<file path="src/rtl/alu.sv">
// Registered 32-bit ADD/SUB/AND/OR ALU with zero/negative/carry/overflow flags.
// Define ALU_SAT_EN to make ADD/SUB saturate to the signed range instead of wrapping.
module alu #(
  parameter int WIDTH = 32
) (
  input  logic             clk,
  input  logic             rst_n,
  input  logic             in_valid,
  input  logic [WIDTH-1:0] a,
  input  logic [WIDTH-1:0] b,
  input  logic [1:0]       op,
  output logic             out_valid,
  output logic [WIDTH-1:0] result,
  output logic             zero,
  output logic             negative,
  output logic             carry,
  output logic             overflow
);

  typedef enum logic [1:0] {
    OP_ADD = 2'b00,
    OP_SUB = 2'b01,
    OP_AND = 2'b10,
    OP_OR  = 2'b11
  } op_e;

  op_e              op_sel;
  logic             is_sub;
  logic [WIDTH-1:0] b_eff;
  logic [WIDTH:0]   sum_ext;
  logic [WIDTH-1:0] sum;
  logic             arith_carry;
  logic             arith_ovf;
  logic [WIDTH-1:0] arith_result;

  logic [WIDTH-1:0] next_result;
  logic             next_carry;
  logic             next_overflow;

  assign op_sel = op_e'(op);
  assign is_sub = (op_sel == OP_SUB);

  // SUB reuses the adder as a + ~b + 1, so the carry-out is directly NOT borrow.
  assign b_eff       = is_sub ? ~b : b;
  assign sum_ext     = {1'b0, a} + {1'b0, b_eff} + {{WIDTH{1'b0}}, is_sub};
  assign sum         = sum_ext[WIDTH-1:0];
  assign arith_carry = sum_ext[WIDTH];
  assign arith_ovf   = (a[WIDTH-1] == b_eff[WIDTH-1]) && (sum[WIDTH-1] != a[WIDTH-1]);

`ifdef ALU_SAT_EN
  logic [WIDTH-1:0] sat_value;

  // On overflow the true result lies on the side of a's sign.
  assign sat_value    = a[WIDTH-1] ? {1'b1, {(WIDTH-1){1'b0}}} : {1'b0, {(WIDTH-1){1'b1}}};
  assign arith_result = arith_ovf ? sat_value : sum;
`else
  assign arith_result = sum;
`endif

  always_comb begin
    next_result   = arith_result;
    next_carry    = 1'b0;
    next_overflow = 1'b0;
    case (op_sel)
      OP_ADD, OP_SUB: begin
        next_result   = arith_result;
        next_carry    = arith_carry;
        next_overflow = arith_ovf;
      end
      OP_AND: next_result = a & b;
      OP_OR:  next_result = a | b;
      default: next_result = arith_result;
    endcase
  end

  // Result and flags only update on a valid sample; otherwise they hold.
  always_ff @(posedge clk or negedge rst_n) begin
    if (!rst_n) begin
      out_valid <= 1'b0;
      result    <= '0;
      zero      <= 1'b1;
      negative  <= 1'b0;
      carry     <= 1'b0;
      overflow  <= 1'b0;
    end else begin
      out_valid <= in_valid;
      if (in_valid) begin
        result   <= next_result;
        zero     <= (next_result == '0);
        negative <= next_result[WIDTH-1];
        carry    <= next_carry;
        overflow <= next_overflow;
      end
    end
  end

endmodule

</file>
<file path="config.mk">
export PLATFORM = sky130hd
export DESIGN_NAME = alu
export DESIGN_NICKNAME = d
export VERILOG_FILES = /design/src/rtl/alu.sv
export SDC_FILE = /design/constraint.sdc
export NUM_CORES = 1
export LEC_CHECK = 0
export CELL_PAD_IN_SITES_DETAIL_PLACEMENT = 1
export CELL_PAD_IN_SITES_GLOBAL_PLACEMENT = 1
export CORE_MARGIN = 2
export CORE_UTILIZATION = 41
export CTS_BUF_LIST = sky130_fd_sc_hd__clkbuf_4
export DETAILED_ROUTE_END_ITERATION = 16
export PLACE_DENSITY_LB_ADDON = 0.1
export SETUP_SLACK_MARGIN = 0.2
export SLEW_MARGIN = 10
export SYNTH_ARGS = -nofsm -noshare
export SYNTH_HDL_FRONTEND = slang
export SYNTH_SLANG_ARGS = --single-unit
export TNS_END_PERCENT = 10
</file>
<file path="constraint.sdc">
create_clock -name clk -period 1.2 [get_ports clk]
set_input_delay 0.3 -clock clk [delete_from_list [all_inputs] [get_ports clk]]
set_output_delay 0.3 -clock clk [all_outputs]
set_load 0.01 [all_outputs]
</file>
==> metrics, run 1 <==
run status=aborted with a tool error; stage where the flow stopped=5_1_grt; error that ended the run=[ERROR GRT-0232] Routing congestion too high. Check the congestion heatmap in the GUI.; number of buffers added on ports=105; remaining global-route overflow=between 200 and 250; master cell of the clock root buffer=clkbuf_4; clock sink total=36; endpoint with the least setup slack after the last global-route repair=zero$_DFFE_PN1P_/D; maximum clock insertion buffer count=2; portion of the post-synthesis area used by sequential elements=0.206; pin count of the biggest net entering global routing=55; largest area contributor in the netlist=dfrtp_1; Die X-Extent=about 110 um; last weighted congestion value of the routability-driven placer=0.878; H-Tree Depth=2; cell types occupying the most area after synthesis=dfrtp_1 (20%), ha_1 (10%), xnor2_1 (8.4%), a21oi_1 (5.9%), maj3_1 (5.0%); Overall Global Routing Usage=0.841; Synthesized Nets=roughly 640; number of standard-cell rows in the floorplan=37; post-synthesis cell area=about 4400 um^2; distinct cell type count of the synthesized netlist=74; total CTS buffers=5; Die Y=107 um; area share of the largest cell type after synthesis=0.200; Setup Slack @ Placement=-2.98 ns; flip-flop and latch count after synthesis=36; number of enable flip-flop cells after synthesis=0; effective utilization at floorplan=0.423; total of warnings raised by yosys=0; Top-Level Pins=~110; DP Cell Count=between 800 and 900; Mapped Avg Cell Area=between 8 and 9 um^2; worst endpoint type=sequential cell input; half-perimeter wire length after placement=between 10 and 15 mm; Mapped Cells=roughly 530; Post-synth ARST share=1.00; predominant post-synthesis flop cell=dfrtp_1
## layer usage
layer	overflow	global-route usage
met5	0	0.133
met4	85	0.924
met2	141	1.02
met1	0	0.817
met3	1	0.676
## cell usage after synthesis, types with 2 or more instances
cell type	n
a211oi_2	3
o21ai_0	23
o21ai_1	2
a31oi_1	8
xnor2_1	42
o31ai_1	5
a21oi_1	52
nor4b_2	2
o211a_1	2
or3_1	2
a211oi_1	9
o21a_1	14
clkbuf_1	11
maj3_2	2
o211ai_1	3
maj3_1	22
mux2_2	9
o22ai_1	2
buf_1	6
ha_1	35
buf_2	13
nand2_1	42
or2_2	2
nand4_1	13
o31ai_2	2
a21oi_2	2
buf_4	2
o211ai_2	2
and3_1	3
dfrtp_1	35
a211o_1	5
o31a_1	3
nand2b_1	4
o311ai_0	3
o21bai_1	2
o221ai_1	2
a21o_1	15
nand3_1	8
mux2i_1	8
nor2b_1	4
nor3_1	8
and4_1	2
inv_1	13
xor2_1	6
nor2_1	50
## kinds of logic after synthesis
family                   synth area share
XOR/XNOR                           0.0959
multiplexers                       0.0414
adder cells (fa/ha/maj)             0.160
buffers and inverters              0.0465
flip-flops                          0.206
AO/OA/AOI/OAI                       0.280
AND/OR/NAND/NOR                     0.171
## what timing repair did
action	4_1_cts
buffers inserted	35
endpoints found under the setup margin	72
cloned	1
endpoints found under the hold margin	35
hold buffers	1
resized for setup	96
pin swaps	59
## per-stage QoR
| step | hold WS (ns) | area (um^2) |
|---|---|---|
| 3_5_place_dp | 0.284 | 6620 |
| 2_1_floorplan | 0.00441 | 4550 |
| 4_1_cts | 0.439 | 7360 |
| 3_3_place_gp | 0.273 | 6620 |
==> inputs of run 2 (changes only) <==
==> config.mk (replaced) <==
export PLATFORM = sky130hd
export DESIGN_NAME = alu
export DESIGN_NICKNAME = d
export VERILOG_FILES = /design/src/rtl/alu.sv
export SDC_FILE = /design/constraint.sdc
export NUM_CORES = 1
export LEC_CHECK = 0
export CORE_MARGIN = 2
export CORE_UTILIZATION = 40
export DETAILED_ROUTE_END_ITERATION = 16
export PLACE_DENSITY_LB_ADDON = 0.15
export SLEW_MARGIN = 10
export SYNTH_ARGS = -nofsm -noshare
export SYNTH_HDL_FRONTEND = slang
export SYNTH_SLANG_ARGS = --single-unit
export TNS_END_PERCENT = 10
==> run 2 against run 1 <==
Against the previous run:
- the flow now finishes, with violations (negative setup slack)
- synthesized cell count unchanged
- area after synthesis did not move
==> metrics, run 2 <==
run status=finished with violations (was aborted with a tool error); violated checks=negative setup slack; Slew Limit Headroom=0.650; number of global-route vias before repair=5207; portion of the post-synthesis area used by sequential elements=0.206 (unchanged); Hold Path Cell Cnt=4; Synthesized Nets=637 (unchanged); detail-routed net length per standard cell=around 17 um; cell depth of the worst setup path=17; Worst Path Max Fanout=5; Core Region=between 10000 and 15000 um^2; register with the most flip-flops=result; Min Clock Period, post-route=between 3 and 4 ns; r2r startpoint=result[29]; share of the clock period used by the worst path after layout=2.64; total CTS buffers=5 (unchanged); element type at the critical path start=input port; data arrival time of the worst path=between 3 and 4 ns; final design utilization=0.672; startpoint of the worst hold path=in_valid; critical path's largest stage delay=0.38 ns; H-Tree Depth=2 (unchanged); distinct cell type count of the synthesized netlist=74 (unchanged); number of nets with antenna violations after routing=0; total buffers and inverters traversed by the critical path=4; last weighted congestion value of the routability-driven placer=0.922 (was 0.878); area enclosed by the die boundary=about 12000 um^2; worst clock skew=0 ns; fraction of the mapped netlist area in simple logic gates=0.171 (unchanged); final count of hold timing violations=0; compound-gate portion of the synthesized area=0.280 (unchanged); Final Worst Setup Slack=-1.97 ns; Via Count=5182; commonest cells after routing, fill and taps aside=buf_4 (169), nor2_1 (49), clkdlybuf4s50_1 (48); pin count of the biggest net entering global routing=50; most frequent cell after synthesis=a21oi_1 (unchanged); Setup Slack @ Placement=-2.87 ns (was -2.98 ns); Register-to-Register Setup Slack=0.39 ns; Largest delay share family, worst path=compound AO/OA/AOI/OAI gates; fraction of final layout cells with drive strength greater than 1=0.416; class of the most critical hold timing path=input port to register; area share of the largest cell type after synthesis=0.200 (unchanged); power density over the cells=approximately 1000 nW/um^2; Area after DPL=6720 um^2 (was 6620 um^2); Max Clk Rate=around 320 MHz; worst reg2reg path depth=1; Die X-Extent=109 um (was 107 um); Post-synth ARST share=1.00 (unchanged); top cell types by occurrence after synthesis=a21oi_1 (52), nor2_1 (50), nand2_1 (42), xnor2_1 (42) (unchanged); cells traversed along the worst timing path=buf_8, clkinv_8, nand2_8, buf_6, xnor2_1, ha_1, buf_4, nand4_1, or2_1, a311o_2, and2_4, o221ai_4, a31oi_4, xnor2_2, a211oi_2, nand4_1, o31ai_2; category of the critical setup timing path=input port to register; Mapped Cells=532 (unchanged); flip-flop and latch count after synthesis=36 (unchanged); half-perimeter wire length after placement=12.1 mm (was 14.4 mm); Max IR drop VDD=around 0.53 mV; effective utilization at floorplan=0.408 (was 0.423); endpoint with the worst hold slack=result[0]; maximum clock insertion buffer count=2 (unchanged); final wirelength=approximately 16 mm; number of enable flip-flop cells after synthesis=0 (unchanged); clock network latency to the later pin of the worst-skew pair=0.29 ns; starting DRC count in detailed routing=between 200 and 250; Die Y=109 um (was 107 um); crit-path most repeated cell=nand4_1; register clock-pin slew on the reported worst setup and hold paths=~0.08 ns; post-route total power=around 7000 uW; total setup violations reported at the end of the flow=36; net count of the finished layout=897; Worst path slowest cell=a311o_2; unrepaired setup endpoints after global routing=true; slew at the pin closest to its max-slew limit=approximately 0.53 ns; total of warnings raised by yosys=0 (unchanged); leading cell type in the layout, fill and taps excluded=buf_4; largest area contributor in the netlist=dfrtp_1 (unchanged); final slew viol count=0; CTS tree=built; area share of fa/ha/maj cells after synthesis=0.160 (unchanged); drt pass-1 iters=5; DRC errors left=0; TNS Setup=-45.21 ns; kind of end point of the critical path=register; cell area after layout=7220 um^2; predominant post-synthesis flop cell=dfrtp_1 (unchanged); cell types occupying the most area after synthesis=dfrtp_1 (20%), ha_1 (10%), xnor2_1 (8.4%), a21oi_1 (5.9%), maj3_1 (5.0%) (unchanged); number of standard-cell rows in the floorplan=38 (was 37); Overall Global Routing Usage=0.270; post-synthesis cell area=4390 um^2 (unchanged); master cell of the clock root buffer=clkbuf_8 (was clkbuf_4); xor-xnor portion of the synthesized cell area=0.0959 (unchanged); combinational family with the most area after synthesis=compound AO/OA/AOI/OAI gates (unchanged); flip-flop count of the largest register, all copies and words added=32; Top-Level Pins=106 (unchanged); static leakage=between 0.003 and 0.004 uW; clock sink total=36 (unchanged); synthesis-to-finish area growth=64.7%; Via density=about 5.6; Max Cap Viol=0; worst reg2reg path endpoint=result[29]; remaining global-route overflow=0; number of buffers added on ports=105 (unchanged); number of antenna cells inserted=0; Mapped Avg Cell Area=8.24 um^2 (unchanged); first-pass GRT wire length=around 25 mm; fraction of synthesized area in multiplexers=0.0414 (unchanged); data required time of the critical path=approximately 1.4 ns; initial antenna violation count=0
## run 2: cell counts after synthesis
Identical to the previous run, type by type.
## run 2: power breakdown
group | internal [uW] | switching, uW | total (uW)
clock network | 467 | 457 | 923
registers | 1430 | 133 | 1560
logic | 2380 | 2240 | 4630
## run 2: worst max path at each step
stage / start / to
finish: op[1] / zero
global route: op[1] / zero
detailed placement: op[0] / zero
floorplan: op[1] / zero
CTS: op[1] / zero
global placement: op[0] / zero
## run 2: area by class of cell
cell class	instances	area, um^2
multi-input combinational	451	3740
fill	912	3520
timing repair buffer	285	2250
sequential	36	902
tap	140	175
clock buffer	7	86.3
inverter	13	61.3
clock inverter	1	7.51
## run 2: kinds of logic after synthesis
group | after synthesis
flops | 36
mux | 17
xor+xnor | 48
buf+inv | 46
compound gates | 173
fa+ha+maj | 60
simple gates | 152
## run 2: layer usage
layer  GRT usage  up-vias  part of all wire
met5           0        -                 0
met4      0.0934        0             0.022
met3      0.0287       34             0.048
met2       0.467      163              0.50
met1       0.350     2501              0.43
li1            -     2484                 -
## run 2: what timing repair did
| action | CTS | global route |
|---|---|---|
| endpoints found under the setup margin | 72 | 38 |
| endpoints found under the hold margin | 10 | 0 |
| resized for setup | 243 | 26 |
| gates cloned | 1 | 0 |
| hold buffers | 1 | 0 |
| pin swaps | 46 | 28 |
| setup buffers | 14 | 9 |
## run 2: per-stage QoR
step	hold WS (ns)	cells
floorplan	0.00441	532
global placement	0.215	902
detailed placement	0.220	902
CTS	0.406	924
global route	0.428	933
finish	0.414	933
Note: power is estimated with default switching activity, not from simulation.
==> inputs of run 3 (changes only) <==
--- a/config.mk
+++ b/config.mk
@@ -5,6 +5,8 @@
 export SDC_FILE = /design/constraint.sdc
 export NUM_CORES = 1
 export LEC_CHECK = 0
+export CELL_PAD_IN_SITES_DETAIL_PLACEMENT = 0
+export CELL_PAD_IN_SITES_GLOBAL_PLACEMENT = 1
 export CORE_MARGIN = 2
 export CORE_UTILIZATION = 40
 export DETAILED_ROUTE_END_ITERATION = 16
==> run 3 against run 2 <==
Against the previous run:
- the run still ends with negative setup slack left
- die area unchanged
- via count down 1.5%
- first-iteration DRC count up 8.9%
- fmax down 0.25%
- cell count up 0.54%
- combinational power up 3%
- critical path type unchanged
- critical endpoint unchanged
- largest cell class unchanged
- largest power group unchanged
- highest routed layer unchanged
==> metrics, run 3 (synthesis gave the netlist of run 2 again) <==
final design utilization=0.686 (was 0.672); net count of the finished layout=902 (was 897); register clock-pin slew on the reported worst setup and hold paths=0.09 ns (was 0.08 ns); remaining global-route overflow=0 (unchanged); worst reg2reg path endpoint=result[9] (was result[29]); half-perimeter wire length after placement=11.9 mm (was 12.1 mm); worst clock skew=0 ns (unchanged); data arrival time of the worst path=3.42 ns (was 3.39 ns); Overall Global Routing Usage=0.269 (was 0.270); Final Worst Setup Slack=-1.98 ns (was -1.97 ns); Via Count=5102 (was 5182); H-Tree Depth=2 (unchanged); proportion of total power due to net switching=0.387 (was 0.398); fill cell total of the finished layout=921 (was 912); effective utilization at floorplan=0.408 (unchanged); final wirelength=16.0 mm (was 15.8 mm); part of the power in combinational logic=0.640 (was 0.650); synthesis-to-finish area growth=68.0% (was 64.7%); sequential share of power=0.209 (was 0.220); leading cell type in the layout, fill and taps excluded=buf_4 (unchanged); initial antenna violation count=0 (unchanged); Max Cap Viol=0 (unchanged); pin count of the biggest net entering global routing=55 (was 50); r2r startpoint=result[9] (was result[29]); clock network power share=0.151 (was 0.130); final count of hold timing violations=0 (unchanged); Slew Limit Headroom=0.566 (was 0.650); number of standard-cell rows in the floorplan=38 (unchanged); Max IR drop VDD=0.780 mV (was 0.534 mV); Die X-Extent=109 um (unchanged); commonest cells after routing, fill and taps aside=buf_4 (176), nor2_1 (49), clkdlybuf4s50_1 (46) (was buf_4 (169), nor2_1 (49), clkdlybuf4s50_1 (48)); cell-internal power=4550 uW (was 4280 uW); DP Cell Count=902 (unchanged); final slew viol count=0 (unchanged); area used by sequential logic in the layout=902 um^2 (unchanged); category of the critical setup timing path=input port to register (unchanged); Max Clk Rate=314 MHz (was 315 MHz); slew at the pin closest to its max-slew limit=0.651 ns (was 0.526 ns); element type at the critical path start=input port (unchanged); starting DRC count in detailed routing=244 (was 224); CP Capture Point=zero (unchanged); Worst Path Max Fanout=6 (was 5); crit path from=op[1] (unchanged); area enclosed by the die boundary=11800 um^2 (unchanged); Die Y=109 um (unchanged); number of standard cells in the final layout excluding fillers=938 (was 933); number of global-route vias before repair=5188 (was 5207); flip-flop count of the largest register, all copies and words added=32 (unchanged); clock network latency to the later pin of the worst-skew pair=0.30 ns (was 0.29 ns); total setup violations reported at the end of the flow=36 (unchanged); CTS tree=built (unchanged); fraction of final layout cells with drive strength greater than 1=0.414 (was 0.416); share of the clock period used by the worst path after layout=2.65 (was 2.64); run status=finished with violations (unchanged); number of buffers added on ports=105 (unchanged); maximum clock insertion buffer count=2 (unchanged); power density over the cells=1010 nW/um^2 (was 985 nW/um^2); Via density=5.44 (was 5.55); last weighted congestion value of the routability-driven placer=0.918 (was 0.922); data required time of the critical path=1.44 ns (was 1.42 ns); Min Clock Period, post-route=3.18 ns (was 3.17 ns); number of nets with antenna violations after routing=0 (unchanged); static leakage=0.00329 uW (was 0.00321 uW); number of antenna cells inserted=0 (unchanged); clock sink total=36 (unchanged); combined area of the multi-input logic cells=3790 um^2 (was 3740 um^2); class of the most critical hold timing path=input port to register (unchanged); Top-Level Pins=106 (unchanged); total CTS buffers=5 (unchanged); worst reg2reg path depth=1 (unchanged); DRC errors left=0 (unchanged); master cell of the clock root buffer=clkbuf_8 (unchanged); kind of end point of the critical path=register (unchanged); unrepaired setup endpoints after global routing=true (unchanged); first-pass GRT wire length=24.9 mm (was 25.4 mm); detail-routed net length per standard cell=17.1 um (was 16.9 um); reported net switching power=2870 uW (was 2830 uW); register with the most flip-flops=result (unchanged); drt pass-1 iters=5 (unchanged); violated checks=negative setup slack (unchanged); Register-to-Register Setup Slack=0.42 ns (was 0.39 ns); Core Region=10700 um^2 (unchanged)
==> run 3: cell types whose count changed in the layout (fill, tap and decap cells not counted), sizes merged <==
cell	delta
clkdlybuf4s50	-2
clkdlybuf4s15	-2
dlymetal6s2s	+1
dlygate4sd2	+2
inv	+1
nand2	-1
bufinv	+1
buf	+5
==> run 3: timing repair <==
item                                    in CTS  in global routing
cloned                                       1                  0
hold endpoints to repair                    35                  0
pin swaps                                   50                 39
hold buffers                                 1                  0
buffers inserted                            20                  8
endpoints found under the setup margin      72                 38
resized for setup                          222                 43
==> run 3: power by group through the flow <==
stage	clock network [uW]	registers (uW)	logic [uW]
2_1_floorplan	0	1670	2050
3_3_place_gp	0	1590	4250
3_5_place_dp	0	1590	4310
4_1_cts	1140	1560	4460
5_1_grt	1180	1580	5120
6_report	1120	1550	4750
==> run 3: per-stage QoR <==
| step | setup TNS, ns | setup slack [ns] | hold WS [ns] | cell area, um^2 | power (uW) |
|---|---|---|---|---|---|
| after floorplan | -52.62 | -2.13 | 0.00441 | 4550 | 3720 |
| after global placement | -72.69 | -2.73 | 0.279 | 6740 | 5840 |
| after detailed placement | -74.11 | -2.77 | 0.282 | 6740 | 5900 |
| after CTS | -45.04 | -1.89 | 0.430 | 7080 | 7160 |
| after global routing | -49.47 | -2.09 | 0.461 | 7370 | 7880 |
| final | -46.04 | -1.98 | 0.427 | 7370 | 7420 |
==> run 3: how the worst min path moves through the flow <==
stage | depth (start not counted) | end | start
2_1_floorplan | 0 | carry | rst_n
4_1_cts | 4 | result[0] | in_valid
6_report | 4 | result[0] | in_valid
3_5_place_dp | 2 | result[29] | rst_n
3_3_place_gp | 2 | result[30] | rst_n
5_1_grt | 4 | result[0] | in_valid
==> run 3: layer usage <==
layer	up-vias	GRT usage	wire [um]	share of wire
met5	-	0	0	0
met3	31	0.0299	673	0.042
met2	133	0.506	8390	0.52
met4	0	0.0943	414	0.026
met1	2441	0.314	6560	0.41
li1	2497	-	-	-
==> run 3: area by class of cell <==
cell class	instances	share of cell area
clock buffers	5	0.00934
clock inverters	3	0.00577
inverters	13	0.00764
multi-input cells	450	0.515
flip-flops and latches	36	0.122
well taps	140	0.0238
repair buffers	291	0.317
==> run 3: worst max-delay path: stages <==
cell,delay (ns)
buf_12,0.11
inv_8,0.05
nand2_8,0.09
buf_16,0.16
xnor2_1,0.13
ha_1,0.32
buf_4,0.17
nand4_1,0.18
a211o_1,0.38
a211o_4,0.39
a31oi_4,0.18
mux2i_1,0.26
nand2_1,0.11
a211oi_2,0.19
nand4_1,0.15
o31ai_2,0.23
==> RTL change, RTL diff (flow settings as in run 2) <==
Reset style: synchronous (`rst_n`), changed in one clocked block.
--- a/src/rtl/alu.sv
+++ b/src/rtl/alu.sv
@@ -74,7 +74,7 @@
   end
 
   // Result and flags only update on a valid sample; otherwise they hold.
-  always_ff @(posedge clk or negedge rst_n) begin
+  always_ff @(posedge clk) begin
     if (!rst_n) begin
       out_valid <= 1'b0;
       result    <= '0;
Formal check against the unedited RTL: differs if rst_n is asserted again (counterexample within 4 cycles, from zero or initial values and one cycle with rst_n low); with rst_n held inactive, the same outputs for 10 cycles.
==> RTL change against run 2 <==
  * Combinational power decreased by 3%
  * Utilization is 4.1 points higher
  * Area after synthesis shrank 3.9%
  * Critical path type unchanged
  * Total power down 3.3%
  * Setup slack worse by 0.32 ns
  * Final area grew 1.5%
  * Wire length decreased by 2.6%
  * Sequential cell count stayed put
  * The run still ends with setup timing left
  * Sequential power decreased by 12%
  * Via count is 1.7% higher
  * First-iteration DRC count increased by 17%
  * Fmax fell by 9.2%
  * Global-route usage increased by 0.32 points
==> RTL change: results (changes against run 2) <==
| Metric | Value |
|---|---|
| Sequential fraction of the synthesis area | 17.1% (was 20.6%) |
| Flop pwr share | 20.0% (was 22.0%) |
| Top cell family by delay on the critical path | simple AND/OR/NAND/NOR gates (was compound AO/OA/AOI/OAI gates) |
| Wl on met1 | 6.73 mm (was 6.84 mm) |
| First-pass GRT wire length | 25.3 mm (was 25.4 mm) |
| Worst path slowest cell | o41a_1 (was a311o_2) |
| Power Dens Cells | 939 mW/mm2 (was 985 mW/mm2) |
| Leakage power | 3.16 nW (was 3.21 nW) |
| Syn Area/Cell | 7.55 um2 (was 8.24 um2) |
| GR Layer Usage met1 | 34.5% (was 35.0%) |
| Top FF cell, synth | dfxtp_1 (was dfrtp_1) |
| Final worst slack | -2.29 ns (was -1.97 ns) |
| Vias per Instance | 5.50 (was 5.55) |
| Hold_ws | 0.459 ns (was 0.414 ns) |
| Nets | 927 (was 897) |
| Status | finished, violations left (unchanged) |
| Syn nets | 663 (was 637) |
| Post-Place Cells | 921 (was 902) |
| CP Data Arrival Time | 3.72 ns (was 3.39 ns) |
| Final non-filler cell total | 959 (was 933) |
| Sw Ratio | 37.9% (was 39.8%) |
| GR Util All Layers | 27.4% (was 27.0%) |
| Top post-synthesis cells by area | dfxtp_1, ha_1, xnor2_1 (was dfrtp_1, ha_1, xnor2_1) |
| Dpl hpwl | 11.7 mm (was 12.1 mm) |
| # setup viols final | 34 (was 36) |
| Iteration-0 DRC Markers | 263 (was 224) |
| Post-synth cell types | 61 (was 74) |
| Routability cong. | 0.884 (was 0.922) |
| Vias in the first global route | 5242 (was 5207) |
| Setup TNS | -50.71 ns (was -45.21 ns) |
| Pre-CTS WS | -3.02 ns (was -2.87 ns) |
| Hold Crit Class | reg -> reg (was in -> reg) |
| Met2 usage | 49.4% (was 46.7%) |
| DR WL met2 | 7.53 mm (was 7.85 mm) |
| Relative slew margins | 66.1% (was 65.0%) |
| Async S/R FF share, synth | 0% (was 100%) |
| Peak supply drop | 0.557 mV (was 0.534 mV) |
| Routed WL | 15.4 mm (was 15.8 mm) |
| Largest net degree at the start of global routing | 52 (was 50) |
| Failing checks | setup timing (unchanged) |
[RTL change: changes by cell type after synthesis, moves of 7 or more]
| cell | run 2 | this run |
|---|---|---|
| a211oi_1 | 9 | 20 |
| a21o_1 | 15 | 6 |
| a21oi_1 | 52 | 43 |
| buf_2 | 13 | 6 |
| clkbuf_1 | 11 | 20 |
| dfrtp_1 | 35 | 0 |
| dfxtp_1 | 0 | 36 |
| mux2_2 | 9 | 0 |
| nand2_1 | 42 | 60 |
| nor3_1 | 8 | 16 |
| o21a_1 | 14 | 7 |
| o21ai_0 | 23 | 35 |
[RTL change: layout make-up]
cell class	instances	area, um2
Tap cell	136	170
Inverter	16	72.6
Clock buffer	6	72.6
Multi-Input combinational cell	471	3780
Fill cell	849	2950
Timing Repair Buffer	292	2480
Sequential cell	36	724
Clock inverter	2	35.0
[RTL change: final timing paths]
| kind | cells past startpoint | to | start |
|---|---|---|---|
| max | 16 | zero$_SDFFE_PN1P_ | op[1] |
| min | 2 | result[17]$_SDFFE_PN0P_ | result[17]$_SDFFE_PN0P_ |
| max reg2reg | 2 | result[19]$_SDFFE_PN0P_ | result[19]$_SDFFE_PN0P_ |
| min reg2reg | 2 | result[17]$_SDFFE_PN0P_ | result[17]$_SDFFE_PN0P_ |
[RTL change: timing repair]
| item | 4_1_cts | 5_1_grt |
|---|---|---|
| buffers inserted | 18 | 17 |
| gates resized for setup | 153 | 74 |
| pin swaps | 44 | 44 |
| endpoints found under the setup margin | 72 | 68 |
[RTL change: cell families after synthesis]
family	count (synthesis)	share of synthesized area (%)
buf+inv	51	5.05
mux	13	3.09
xor+xnor	52	10.8
flops	36	17.1
simple gates	170	19.2
fa+ha+maj	62	17.0
compound gates	174	27.7
